`config.mk`:
```
export PLATFORM = sky130hd
export DESIGN_NAME = pe_dbuf
export DESIGN_NICKNAME = d
export VERILOG_FILES = /design/src/rtl/pe_pkg.sv /design/src/rtl/pe_dot.sv /design/src/rtl/pe_dbuf.sv
export SDC_FILE = /design/constraint.sdc
export NUM_CORES = 1
export LEC_CHECK = 0
export ABC_CLOCK_PERIOD_IN_PS = 12950
export CORE_ASPECT_RATIO = 1.1
export CORE_UTILIZATION = 65
export CTS_BUF_LIST = sky130_fd_sc_hd__clkbuf_2
export CTS_CLUSTER_DIAMETER = 80
export DETAILED_ROUTE_END_ITERATION = 8
export PLACE_DENSITY = 0.88
export SYNTH_ARGS = -nofsm -noshare
export SYNTH_HDL_FRONTEND = slang
export SYNTH_SLANG_ARGS = --single-unit
```
`constraint.sdc`:
```
create_clock -name clk -period 12.95 [get_ports clk]
set_input_delay 3.885 -clock clk [delete_from_list [all_inputs] [get_ports clk]]
set_output_delay 3.885 -clock clk [all_outputs]
set_load 0.02 [all_outputs]
```
`src/rtl/pe_pkg.sv`:
```
// Shared definitions for the double-buffered MAC processing element:
// weight-buffer state encoding, default sizes and the lane-sum width helper.
package pe_pkg;

  localparam int DEF_DATA_WIDTH = 8;
  localparam int DEF_PSUM_WIDTH = 32;
  localparam int DEF_LANES      = 4;

  // Bit 1 = active bank valid, bit 0 = shadow bank valid.
  typedef enum logic [1:0] {
    WB_EMPTY  = 2'b00,
    WB_SHADOW = 2'b01,
    WB_ACTIVE = 2'b10,
    WB_FULL   = 2'b11
  } wbuf_state_e;

  // Full-precision sum of 'lanes' signed products of two data_width operands.
  function automatic int lane_sum_width(input int data_width, input int lanes);
    return 2 * data_width + $clog2(lanes);
  endfunction

endpackage

```
`src/rtl/pe_dot.sv`:
```
// Combinational multiply-and-reduce for pe_dbuf: per-lane signed products of the
// current operands, and the lane sum of the product vector held in stage 1.
module pe_dot
  import pe_pkg::*;
#(
  parameter int DATA_WIDTH = DEF_DATA_WIDTH,
  parameter int LANES      = DEF_LANES
) (
  input  logic [LANES*DATA_WIDTH-1:0]                        w_vec,
  input  logic [LANES*DATA_WIDTH-1:0]                        x_vec,
  output logic [LANES*2*DATA_WIDTH-1:0]                      products,
  input  logic [LANES*2*DATA_WIDTH-1:0]                      reg_products,
  output logic signed [lane_sum_width(DATA_WIDTH, LANES)-1:0] lane_sum
);

  localparam int PROD_W = 2 * DATA_WIDTH;
  localparam int SUM_W  = lane_sum_width(DATA_WIDTH, LANES);

  logic signed [DATA_WIDTH-1:0] w_s;
  logic signed [DATA_WIDTH-1:0] x_s;
  logic signed [PROD_W-1:0]     p_s;

  always_comb begin
    products = '0;
    w_s      = '0;
    x_s      = '0;
    for (int l = 0; l < LANES; l++) begin
      w_s = w_vec[l*DATA_WIDTH +: DATA_WIDTH];
      x_s = x_vec[l*DATA_WIDTH +: DATA_WIDTH];
      products[l*PROD_W +: PROD_W] = PROD_W'(w_s) * PROD_W'(x_s);
    end
  end

  // Written as a chain; the sum is wide enough that no lane can overflow it,
  // so synthesis is free to rebalance it into a tree.
  always_comb begin
    lane_sum = '0;
    p_s      = '0;
    for (int l = 0; l < LANES; l++) begin
      p_s      = reg_products[l*PROD_W +: PROD_W];
      lane_sum = lane_sum + SUM_W'(p_s);
    end
  end

endmodule

```
`src/rtl/pe_dbuf.sv`:
```
// Systolic MAC processing element with shadow/active weight banks and a 2-stage
// MAC pipeline. Define PE_SAT_EN to saturate the partial-sum add instead of wrapping.
module pe_dbuf
  import pe_pkg::*;
#(
  parameter int DATA_WIDTH = DEF_DATA_WIDTH,
  parameter int PSUM_WIDTH = DEF_PSUM_WIDTH,
  parameter int LANES      = DEF_LANES
) (
  input  logic                          clk,
  input  logic                          rst_n,
  input  logic [LANES*DATA_WIDTH-1:0]   weight_i,
  input  logic                          weight_en_i,
  input  logic                          weight_swap_i,
  input  logic [LANES*DATA_WIDTH-1:0]   ifmap_i,
  input  logic                          ifmap_en_i,
  input  logic [PSUM_WIDTH-1:0]         psum_i,
  input  logic                          psum_en_i,
  output logic [LANES*DATA_WIDTH-1:0]   weight_o,
  output logic                          weight_en_o,
  output logic [LANES*DATA_WIDTH-1:0]   ifmap_o,
  output logic                          ifmap_en_o,
  output logic [PSUM_WIDTH-1:0]         psum_o,
  output logic                          psum_en_o,
  output logic [1:0]                    wbuf_state_o
);

  localparam int VEC_W  = LANES * DATA_WIDTH;
  localparam int PROD_W = 2 * DATA_WIDTH;
  localparam int SUM_W  = lane_sum_width(DATA_WIDTH, LANES);

  wbuf_state_e               state_q;
  wbuf_state_e               state_d;
  logic                      do_swap;
  logic                      active_valid;
  logic [VEC_W-1:0]          shadow_w_q;
  logic [VEC_W-1:0]          active_w_q;
  logic [VEC_W-1:0]          mac_w;
  logic [LANES*PROD_W-1:0]   prod;
  logic [LANES*PROD_W-1:0]   prod_q;
  logic signed [SUM_W-1:0]   dot_sum;
  logic signed [PSUM_WIDTH-1:0] psum_q;
  logic signed [PSUM_WIDTH-1:0] ext_sum;
  logic signed [PSUM_WIDTH-1:0] psum_next;
  logic                      s1_en_q;

  always_ff @(posedge clk) begin
    if (!rst_n) state_q <= WB_EMPTY;
    else        state_q <= state_d;
  end

  // A swap only takes effect when the shadow bank holds valid weights; a load
  // in the same cycle becomes the new shadow, so the buffer stays FULL.
  always_comb begin
    state_d = state_q;
    do_swap = 1'b0;
    case (state_q)
      WB_EMPTY:  if (weight_en_i) state_d = WB_SHADOW;
      WB_SHADOW: if (weight_swap_i) begin
                   do_swap = 1'b1;
                   state_d = weight_en_i ? WB_FULL : WB_ACTIVE;
                 end
      WB_ACTIVE: if (weight_en_i) state_d = WB_FULL;
      WB_FULL:   if (weight_swap_i) begin
                   do_swap = 1'b1;
                   state_d = weight_en_i ? WB_FULL : WB_ACTIVE;
                 end
      default:   state_d = WB_EMPTY;
    endcase
  end

  assign wbuf_state_o = state_q;
  assign active_valid = (state_q == WB_ACTIVE) || (state_q == WB_FULL);
  assign mac_w        = active_valid ? active_w_q : '0;

  always_ff @(posedge clk) begin
    if (!rst_n) begin
      shadow_w_q <= '0;
      active_w_q <= '0;
    end else begin
      if (weight_en_i) shadow_w_q <= weight_i;
      if (do_swap)     active_w_q <= shadow_w_q;
    end
  end

  always_ff @(posedge clk) begin
    if (!rst_n) begin
      weight_o    <= '0;
      weight_en_o <= 1'b0;
      ifmap_o     <= '0;
      ifmap_en_o  <= 1'b0;
    end else begin
      weight_en_o <= weight_en_i;
      ifmap_en_o  <= ifmap_en_i;
      if (weight_en_i) weight_o <= weight_i;
      if (ifmap_en_i)  ifmap_o  <= ifmap_i;
    end
  end

  pe_dot #(
    .DATA_WIDTH (DATA_WIDTH),
    .LANES      (LANES)
  ) u_dot (
    .w_vec        (mac_w),
    .x_vec        (ifmap_i),
    .products     (prod),
    .reg_products (prod_q),
    .lane_sum     (dot_sum)
  );

  // Stage 1 captures the products against the bank active this cycle, so a
  // swap landing on the same edge cannot reach an operation already issued.
  always_ff @(posedge clk) begin
    if (!rst_n) begin
      prod_q  <= '0;
      psum_q  <= '0;
      s1_en_q <= 1'b0;
    end else begin
      s1_en_q <= psum_en_i;
      if (psum_en_i) begin
        prod_q <= prod;
        psum_q <= psum_i;
      end
    end
  end

  assign ext_sum = PSUM_WIDTH'(dot_sum);

`ifdef PE_SAT_EN
  logic [PSUM_WIDTH:0] psum_wide;

  always_comb begin
    psum_wide = {psum_q[PSUM_WIDTH-1], psum_q} + {ext_sum[PSUM_WIDTH-1], ext_sum};
    case (psum_wide[PSUM_WIDTH -: 2])
      2'b01:   psum_next = {1'b0, {(PSUM_WIDTH-1){1'b1}}};
      2'b10:   psum_next = {1'b1, {(PSUM_WIDTH-1){1'b0}}};
      default: psum_next = psum_wide[PSUM_WIDTH-1:0];
    endcase
  end
`else
  assign psum_next = psum_q + ext_sum;
`endif

  always_ff @(posedge clk) begin
    if (!rst_n) begin
      psum_o    <= '0;
      psum_en_o <= 1'b0;
    end else begin
      psum_en_o <= s1_en_q;
      if (s1_en_q) psum_o <= psum_next;
    end
  end

endmodule

```
# Word-level counts from Yosys, hierarchy flattened
# Index checks and enable logic that the tools add are counted.
[op_classes]
shifts = 0
mux = 8
eq_ne = 6
bitwise = 0
magnitude_cmp = 0
add_sub_neg = 4
n_mul = 4
div = 0
reduce_logical = 4
[op_table]
columns = ["cell", "n"]
rows = [
  ["multiplier 8 x 8 -> 16 bit", 4],
  ["adder 32 x 18 -> 32 bit", 1],
  ["two-way mux 32 bit", 1],
  ["adder 17 x 16 -> 18 bit", 1],
  ["adder 18 x 16 -> 18 bit", 1],
  ["adder 16 x 16 -> 17 bit", 1],
  ["two-way mux 2 bit", 3],
  ["case mux 2 bit (3 select lines)", 1],
  ["== test 2 bit, second input constant", 2],
  ["inequality test 2 bit, second input constant", 2],
  ["two-way mux 1 bit", 3],
  ["AND reduction 3 bit", 1],
  ["== test 2 x 1 -> 1 bit, second input constant", 1],
  ["zero test 2 bit", 1],
  ["inequality test 2 x 1 -> 1 bit, second input constant", 1],
  ["OR reduction 2 bit", 1],
  ["logical OR 1 bit", 1],
]
[totals]
out_inout_bits = 101
memories = 0
rom_bits = 0
elab_cells = 37
ff_bits = 230
latchBits = 0
inputBits = 102
ram_bits = 0

# Longest topological paths before layout
[logic_depth]
depth_word = 4
mapped_depth = 20
depth_no_buf = 18

# By module
# A second synthesis with hierarchy kept.
[unflattened]
hier_cells = 2309
area_unflattened_um2 = 21742.1
[modules_own_cells]
columns = ["mod", "area_per_inst_um2", "seq_area_each_um2", "cells_per_inst", "n_inst"]
rows = [
  ["pe_dot", 11324.6, 0.0, 1242, 1],
  ["pe_dbuf", 10417.5, 4604.4, 1067, 1],
]

# Least setup slack after synthesis
# No wires, ideal clock.
[synth_path]
path_type = "input to register"
start = "input port ifmap_i[27]"
end = "register prod_q[62]"
required_time_ns = 12.888
setup_ns = 0.062
setup_slack_ns = 5.135
t_arrival_ns = 7.753
path_stages = 18
path_buffers = 1
cell_sequence = "buf_1 and3_1 fa_1 inv_1 fa_1 inv_1 fa_1 inv_1 fa_1 inv_1 ha_1 o21ai_0 a21boi_0 o21ai_0 a21boi_0 o2111ai_1 a31o_2 nand3_1"
[synth_between]
elab_chain_len = 1
[synth_lines]
columns = ["element", "line", "text"]
rows = [
  ["from (decl)", "pe_dbuf.sv:15", "input logic [LANES*DATA_WIDTH-1:0] ifmap_i,"],
  ["multiplier 8 x 8 -> 16 bit", "pe_dot.sv:30", "products[l*PROD_W +: PROD_W] = PROD_W'(w_s) * PROD_W'(x_s);"],
  ["to (signal assigned)", "pe_dbuf.sv:121", "prod_q <= prod;"],
  ["to (decl)", "pe_dbuf.sv:40", "logic [LANES*PROD_W-1:0] prod_q;"],
]
# Every way passes these cells.
# A chain may end at the register's enable or synchronous reset.

# Worst setup path in the final report
[layout_path]
start = "input port ifmap_i[2]"
end = "register prod_q[15]"
# The elaborated chain is that of the path after synthesis.

==> key figures <==
Power
  • Switch share: 36.6%
  • Leakage power: 0.0118 uW
  • Switch Pwr: between 700 and 800 uW
  • Maximum vdd drop: 0.0771 mV
  • Clock Power Share: 29.1%
  • Combinational share of power: 33.8%
  • Power per cell area: between 90 and 100 nW/um^2
  • Pint: 1360 uW
  • Seq pwr share: around 37%

Clocking
  • Clock buffer depth: 3
  • CTS tree: done
  • Clk slew on worst S/H paths: 0.10 ns
  • Post-CTS Repair Setup Buffers: 0
  • TritonCTS Sinks: 230
  • Root buffer selected by CTS: clkbuf_2
  • Worst-Skew Late Latency: 0.89 ns
  • CTS hold repair buffers: 0
  • H-tree depth: 3
  • PostCTS Resize Cnt: 0
  • CTS buffer count: 66

Placed design
  • Final GP Congestion: 0.880
  • Dpl cells: 2790
  • HPWL after DPL: between 30000 and 40000 um
  • PortBufs: 202

Detailed routing
  • Vias: 16630
  • DRT Pass-1 Iters: 5
  • Final ANT Viol Nets: 0
  • Drt wl/cell: 17.2 um
  • Vias per cell: 5.73
  • Initial detailed-routing violation count: 979
  • Final WL: about 50000 um
  • Residual DRC count: 0

Finish
  • Most common cell after layout, fill and taps aside: inv_1
  • Area Overhead vs Synth: 13.6%
  • Non-filler cells, final: 2903
  • Nets: 2972
  • Filler cells: 2240
  • Share of cells above drive strength 1: about 5.8%
  • Final Util: roughly three quarters
  • Most frequent cells in the layout: inv_1 (346), fa_1 (283), dfxtp_1 (229), clkdlybuf4s50_1 (198), nor2_1 (190)

Status
  • Status: finished, final reports clean

Critical path
  • Worst Setup End Kind: flop
  • WP data arrival: 8.54 ns
  • CP Max Fanout: 9
  • Worst EP required: 13.67 ns
  • Crit path kind: primary input to flop
  • Worst setup SP type: primary input

Die
  • # IOs: 203
  • Initial Util: ~66%
  • Site row count: 68
  • Die height: 190 um
  • Total core area: 31600 sq um
  • Area of the die: 32900 sq um
  • Die X: 173 um

Logic synthesis
  • Main combinational cell family by area after synthesis: adder cells
  • Average size of a mapped cell: between 9 and 10 sq um
  • Seq/Total Area, Yosys: between 20% and 30%
  • Synth Area in XOR/XNOR: 2.72%
  • Post-Syn Area: 20900 sq um
  • Post-Synth Adder-Cell Area: a little over a third
  • Synth Area in Compound Gates: 8.64%
  • Leading area contributor after synthesis: fa_1
  • Synth top area cells: fa_1 (27%), dfxtp_1 (22%), ha_1 (8.9%), mux2i_1 (6.7%), inv_1 (6.2%)
  • Yosys warning count: 0
  • Mux contribution to synthesized area: 6.74%
  • Post-synth ARST share: 0%
  • Synth cell types: 72
  • Post-synth top area share: 27.1%
  • Post-Synthesis Cells: 2260
  • Syn_nets: 2794
  • Simple logic cell fraction of the synthesized area: roughly 16%
  • Synth Register Bits: 230
  • Main synth FF type: dfxtp_1
  • Post-synth EDFFs: 0

Global route
  • Largest net degree at the start of global routing: around 120
  • Remaining global-route overflow: 0
  • Initial antenna violation count: 2
  • GRT Total Usage: a little under a third
  • First-pass GRT wire length: 82700 um
  • Vias in the first global route: 17204

STA
  • Fin Clk Skew: 0.0608 ns
  • Max Freq: 128 MHz
  • Final Critical Period: 7.82 ns
  • Worst Tran Pin Value: 1.21 ns
  • RSZ-0062 raised after global routing: no
  • # setup viols final: 0
  • Final Max Tran Viols: 0
  • Setup_tns: 0 ns
  • Worst slew margin: approximately a fifth
  • Period utilisation layout: 60.3%
  • Fin. Hold Viols: 0

Worst hold path
  • Hold WC Path Type: flop to flop

Flow run
  • MaxCap Viol Count: 0
[flip-flops by register name, summed over array words and instances (netlist names), 2 cells and up]
register,flops
weight_o,32
wbuf_state_o,2
psum_o,32
prod_q,64
psum_q,32
ifmap_o,32
active_w_q,32
[critical path, cell delays in order]
cell,delay [ns]
clkdlybuf4s50_1,0.67
nand3_1,0.24
fa_1,0.80
fa_1,0.50
fa_1,0.52
inv_1,0.06
fa_1,0.49
ha_1,0.37
and2_1,0.19
a31oi_1,0.13
inv_1,0.06
a41oi_1,0.20
a211oi_1,0.12
xnor2_1,0.21
a21oi_1,0.10
[worst paths after layout]
path / depth (start not counted) / startpoint / to / slack [ns]
worst max-delay path: 15 / ifmap_i[2] / prod_q[15] / 5.13
worst min-delay path: 2 / weight_o[5] / active_w_q[5] / 0.46
worst max register to register: 17 / wbuf_state_o[1] / prod_q[60] / 7.38
worst min register to register: 2 / weight_o[5] / active_w_q[5] / 0.46
[power by group through the flow]
stage | clock, uW | combinational [uW] | sequential, uW
6_report | 624 | 724 | 797
5_1_grt | 676 | 801 | 803
4_1_cts | 638 | 723 | 797
3_5_place_dp | 0 | 717 | 813
3_3_place_gp | 0 | 697 | 811
2_1_floorplan | 0 | 474 | 836
[cell usage after synthesis (3+ instances only)]
master and number:
inv_1 347, fa_1 283, dfxtp_1 230, nor2_1 190
and3_1 174, ha_1 149, mux2i_1 141, nand2_1 127
a21oi_1 95, nand3_1 90, clkbuf_1 79, xnor2_1 49
o21ai_0 38, a21boi_0 30, nor3_1 26, a21o_1 19
xor2_1 16, buf_1 15, a211oi_1 13, nand4_1 13
nor2b_1 13, o21a_1 10, o2111ai_1 8, or3_1 8
a31oi_1 7, o21ai_1 7, nor3b_1 6, and2_1 5
o211ai_1 5, a21boi_1 4, clkbuf_8 4, o311ai_0 4
a21oi_2 3, a31o_2 3, o21bai_1 3, o31a_1 3
[area by class of cell]
| class | instances | area (sq um) | share of cell area, % |
|---|---|---|---|
| diodes | 2 | 5.00 | 0.0210 |
| flip-flops and latches | 230 | 4610 | 19.4 |
| clock inverters | 17 | 196 | 0.826 |
| well taps | 420 | 526 | 2.21 |
| multi-input cells | 1583 | 14600 | 61.4 |
| repair buffers | 210 | 2060 | 8.68 |
| inverters | 347 | 1310 | 5.50 |
| clock buffers | 94 | 470 | 1.98 |
[metrics by stage]
step           setup WS, ns  hold slack, ns  cell area (sq um)  total power [uW]
5_1_grt                4.87           0.490              23800              2280
3_5_place_dp           4.27           0.461              23100              1530
3_3_place_gp           4.46           0.457              23100              1510
6_report               5.13           0.458              23800              2140
2_1_floorplan          5.13           0.445              20900              1310
4_1_cts                5.22           0.467              23800              2160
[routing by layer]
layer  vias up  track usage, %  part of all wire (%)
met5         -               0                     0
met1      8111            37.9                    40
li1       7801               -                     -
met3       150            4.72                   5.6
met4         0            14.1                   3.8
met2       568            54.9                    51
[cells by family (layout without fill, tap and decap cells)]
group	after synthesis	in the layout
AND/OR/NAND/NOR	669	669
buffers and inverters	447	668
adder cells (fa/ha/maj)	432	432
AO/OA/AOI/OAI	276	276
flip-flops	230	230
multiplexers	141	141
XOR/XNOR	65	65
other	0	2
Power figures use the tool's default switching activity.
